<file path="src/rtl/fsm_qos.sv">
// Link-state controller for the four virtual-channel FIFOs of the QoS block.
// Optional macro FSM_ERR_RECOVER_EN lets ERROR return to INIT via set_init.
`timescale 1ns/1ps

module fsm_qos #(
    parameter int NUM_FIFO = 4,
    parameter int TH_W     = 3
) (
    input  logic                CLK,
    input  logic                reset,
    input  logic                set_init,
    input  logic [NUM_FIFO-1:0] empty,
    input  logic [NUM_FIFO-1:0] full,
    input  logic [NUM_FIFO-1:0] Pause,
    input  logic [NUM_FIFO-1:0] Continue,
    input  logic [TH_W-1:0]     umbral_bajo_in,
    input  logic [TH_W-1:0]     umbral_alto_in,
    output logic [2:0]          state,
    output logic                init_out,
    output logic                idle_out,
    output logic                active_out,
    output logic                error_out,
    output logic [NUM_FIFO-1:0] error_full,
    output logic [NUM_FIFO-1:0] paused,
    output logic [TH_W-1:0]     umbral_bajo_out,
    output logic [TH_W-1:0]     umbral_alto_out
);

    typedef enum logic [2:0] {
        ST_RESET  = 3'd0,
        ST_INIT   = 3'd1,
        ST_IDLE   = 3'd2,
        ST_ACTIVE = 3'd3,
        ST_ERROR  = 3'd4
    } state_t;

    state_t              state_reg;
    logic [NUM_FIFO-1:0] error_full_reg;
    logic [NUM_FIFO-1:0] paused_reg;
    logic [NUM_FIFO-1:0] paused_next;
    logic [TH_W-1:0]     umbral_bajo_reg;
    logic [TH_W-1:0]     umbral_alto_reg;

    // Continue has priority over Pause on the same FIFO.
    generate
        for (genvar gi = 0; gi < NUM_FIFO; gi++) begin : g_paused
            assign paused_next[gi] = Continue[gi] ? 1'b0 :
                                     Pause[gi]    ? 1'b1 : paused_reg[gi];
        end
    endgenerate

    always_ff @(posedge CLK or posedge reset) begin
        if (reset) begin
            state_reg       <= ST_RESET;
            error_full_reg  <= '0;
            paused_reg      <= '0;
            umbral_bajo_reg <= '0;
            umbral_alto_reg <= '0;
        end else begin
            case (state_reg)
                ST_RESET: state_reg <= ST_INIT;
                ST_INIT: begin
                    if (set_init) begin
                        umbral_bajo_reg <= umbral_bajo_in;
                        umbral_alto_reg <= umbral_alto_in;
                        paused_reg      <= '0;
                    end else begin
                        state_reg <= ST_IDLE;
                    end
                end
                ST_IDLE, ST_ACTIVE: begin
                    paused_reg <= paused_next;
                    if (|full) begin
                        state_reg      <= ST_ERROR;
                        error_full_reg <= full;
                    end else if (set_init) begin
                        state_reg <= ST_INIT;
                    end else if (state_reg == ST_IDLE && empty != '1) begin
                        state_reg <= ST_ACTIVE;
                    end else if (state_reg == ST_ACTIVE && empty == '1) begin
                        state_reg <= ST_IDLE;
                    end
                end
                ST_ERROR: begin
`ifdef FSM_ERR_RECOVER_EN
                    if (set_init && full == '0) begin
                        state_reg      <= ST_INIT;
                        error_full_reg <= '0;
                        paused_reg     <= '0;
                    end
`else
                    state_reg <= ST_ERROR;
`endif
                end
                default: state_reg <= ST_RESET;
            endcase
        end
    end

    // Decodes follow the state register directly so they align with state.
    assign state           = state_reg;
    assign init_out        = (state_reg == ST_INIT);
    assign idle_out        = (state_reg == ST_IDLE);
    assign active_out      = (state_reg == ST_ACTIVE);
    assign error_out       = (state_reg == ST_ERROR);
    assign error_full      = error_full_reg;
    assign paused          = paused_reg;
    assign umbral_bajo_out = umbral_bajo_reg;
    assign umbral_alto_out = umbral_alto_reg;

endmodule

</file>
<file path="config.mk">
export PLATFORM = sky130hd
export DESIGN_NAME = fsm_qos
export DESIGN_NICKNAME = d
export VERILOG_FILES = /design/src/rtl/fsm_qos.sv
export SDC_FILE = /design/constraint.sdc
export NUM_CORES = 1
export LEC_CHECK = 0
export ABC_AREA = 0
export CORE_MARGIN = 8
export CORE_UTILIZATION = 33
export DETAILED_ROUTE_END_ITERATION = 16
export PLACE_DENSITY = 0.74
export REMOVE_ABC_BUFFERS = 1
export SYNTH_ARGS = -nofsm -noshare
export SYNTH_HDL_FRONTEND = slang
export SYNTH_SLANG_ARGS = --single-unit
</file>
<file path="constraint.sdc">
create_clock -name CLK -period 1.2 [get_ports CLK]
set_input_delay 0.24 -clock CLK [delete_from_list [all_inputs] [get_ports CLK]]
set_output_delay 0.24 -clock CLK [all_outputs]
set_load 0.02 [all_outputs]
</file>
==> summary.md <==
| Metric | Value |
|---|---|
| H-tree depth | 1 |
| Port Buffers | 45 |
| Initial antenna violation count | 0 |
| Final clock skew | approximately 1.3 ps |
| Clock Pin Slew Worst Setup and Hold Paths | about 90 ps |
| CP required | between 900 and 1000 ps |
| Setup TNS | -3444 ps |
| Placement-stage cell area | 1370 µm² |
| Switching fraction of total power | about two fifths |
| Filler cells | ~190 |
| Die Height | approximately 65 µm |
| Nets@finish | around 150 |
| Seq pwr share | a little under a third |
| Number of synthesized flops with an enable pin | 0 |
| CP dominant cell by count | buf_6 |
| Vias | roughly 740 |
| TritonCTS clock tree | done |
| Non-Filler Cell Area, Final | around 1400 µm² |
| Count leader, synth | dfrtp_1 |
| Post-Syn Area | a little under 800 µm² |
| Startpoint types | flop |
| CP Cell Sequence | buf_6 > nor3b_4 > buf_6 |
| Critical Path Sink Type | output pin |
| Slowest CP cell | dfrtp_1 |
| Layout area overhead | 75.16% |
| Gr busiest metal | met2 |
| Total CTS buffers | 3 |
| CP Max Fanout | 4 |
| Synthesis warning total | 0 |
| Fin. Hold Viols | 0 |
| Pin count of the biggest net entering global routing | 18 |
| Initial Utilization | between 30% and 40% |
| Leading area contributor after synthesis | dfrtp_1 |
| PD cells | around 2400 nW/µm² |
| Final Max Slew Viols | 0 |
| Highest clock rate | approximately 700 MHz |
| GPL Wtd Cong | ~0.80 |
| #FFs+latches synth | 17 |
| First-pass GRT wire length | 4.167 mm |
| Asr flop ratio synth | between 90% and 100% |
| Unrepaired setup endpoints after global routing | true |
| Die Wd | between 60 and 70 µm |
| Worst path max stage delay | around 440 ps |
| Final ANT Viol Nets | 0 |
| TritonRoute pass-1 iters | 4 |
| Mapped Cells | 64 |
| Root buf cell | clkbuf_4 |
| # Max-Cap Violations | 0 |
| Routed length per instance | 16.05 µm |
| Post-DP HPWL | about 1.9 mm |
| Register area | about 430 µm² |
| Final setup fails | 18 |
| Routing usage on met3 | between 7 and 8% |
| Total grt overflow | 0 |
| Row count | 17 |
| GRT Util Overall | between 10% and 20% |
| Clock Latency Late Sink | between 200 and 300 ps |
| Failing checks | negative setup slack |
| LEAKAGE | roughly 0.66 nW |
| Top_reg_cell synth | dfrtp_1 |
| Share of layout cells above drive strength 1 | between 40 and 50% |
| Tmin final | between 1000 and 1500 ps |
| Critical path class | flop to output pin |
| WP data arrival | roughly 1200 ps |
| Clock power share | around 9% |
| Slew @ Worst Pin | between 200 and 300 ps |
| Setup ws final | -265.6 ps |
| Hold Worst Slack | 247.5 ps |
| Avg Vias per Cell | between 4 and 5 |
| Die area | 4219 µm² |
| Diode count | 0 |
| Status | complete, but fails checks |
| Final Cycle Share | 122.1% |
| Area of the multi-input gates | around 370 µm² |
| GR Util met2 | 20.25% |
| Clock Sinks | 17 |
| Core Region | 2233 µm² |
| Post-synth cell types | 23 |
| Top cells by count, synth | dfrtp_1 (17), inv_1 (6), mux2_4 (6) |
| Sequential area share after synthesis | between 50% and 60% |
| # DRC | 0 |
| Synth top area share | a little over half |
| Cell-internal power | around 2 mW |
| Switch Pwr | ~1.4 mW |
| Global-route track usage on met1 | approximately an eighth |
| Final core occ | between 60 and 70% |
| Vias in the first global route | 883 |
| Top area cells in the synthesized netlist | dfrtp_1 (54%), mux2_4 (11%), mux2_2 (5.7%) |
| Syn avg cell area | ~12 µm² |
| Num ports | 46 |
| CTS Buffer Depth | 2 |
| Detailed Route WL | approximately 2.5 mm |
| Worst VDD drop | between 1 and 1.5 mV |
| Min-delay worst type | primary input to async pin |
| Relative slew slack | about four fifths |
| Tot Pwr | approximately 3.4 mW |
| Logic pwr share | between 50% and 60% |
| DRC marker count from the first detailed-route iteration | 9 |
-- layer usage --
layer	share of wire (%)	up-vias
met2	49	33
met5	0	-
met1	40	346
met3	9.0	6
met4	1.6	0
li1	-	354
-- critical path, delay by kind of cell (launching register included) --
family	cells	cell delay [ps]
buffers and inverters	2	290
flip-flops	1	440
AND/OR/NAND/NOR	1	210
-- repair_timing --
| action | in CTS | in global routing |
|---|---|---|
| hold buffers | 0 | 0 |
| pin swaps | 3 | 1 |
| gates resized for setup | 100 | 14 |
| buffers inserted | 4 | 0 |
| setup endpoints to repair | 33 | 31 |
-- cell families (layout without fill, tap and decap cells) --
group	count (synthesis)	after routing	synth area share, %
flip-flops	17	17	53.80
multiplexers	10	10	17.09
AO/OA/AOI/OAI	13	13	11.55
AND/OR/NAND/NOR	16	16	12.66
buffers and inverters	8	71	4.904
-- cells in the final DEF (no fill, tap or decap), drive strengths merged, types with 2 or more instances in the layout --
master | netlist | routed
buf | 2 | 37
clkdlybuf4s50 | 0 | 21
dfrtp | 17 | 17
mux2 | 10 | 10
inv | 6 | 6
nand2 | 5 | 5
a21oi | 5 | 5
clkbuf | 0 | 4
a41oi | 3 | 3
nor2 | 3 | 3
dlygate4sd2 | 0 | 2
-- worst paths after layout --
path	startpoint	slack (ps)	depth (start not counted)	to
max	state[2]	-270	3	init_out
min	reset	250	3	umbral_alto_out[2]
max reg2reg	state[2]	-260	4	umbral_bajo_out[1]
min reg2reg	umbral_bajo_out[0]	520	1	umbral_bajo_out[0]
max in group asynchronous	reset	750	3	state[1]
min in group CLK	full[1]	300	2	error_full[1]
-- final cells by class --
cell class	count	area share, %
repair buffers	61	36.59
flip-flops and latches	17	30.89
multi-input cells	39	26.47
well taps	28	2.529
clock buffers	4	1.897
inverters	6	1.626
-- through the flow --
step,cells,worst slack [ps]
final,155,-265.6
after global routing,155,-322.8
after CTS,155,-256.1
after detailed placement,148,-456.9
after global placement,148,-460.2
after floorplan,62,-580.4
-- power groups by stage --
stage               clock network (mW)  registers, mW  logic [mW]
finish                           0.304           1.07        2.00
global route                     0.347           1.11        2.13
CTS                              0.325           1.06        2.06
detailed placement                   0           1.04        2.09
global placement                     0           1.03        2.06
floorplan                            0           1.38       0.646
Power figures use the tool's default switching activity.
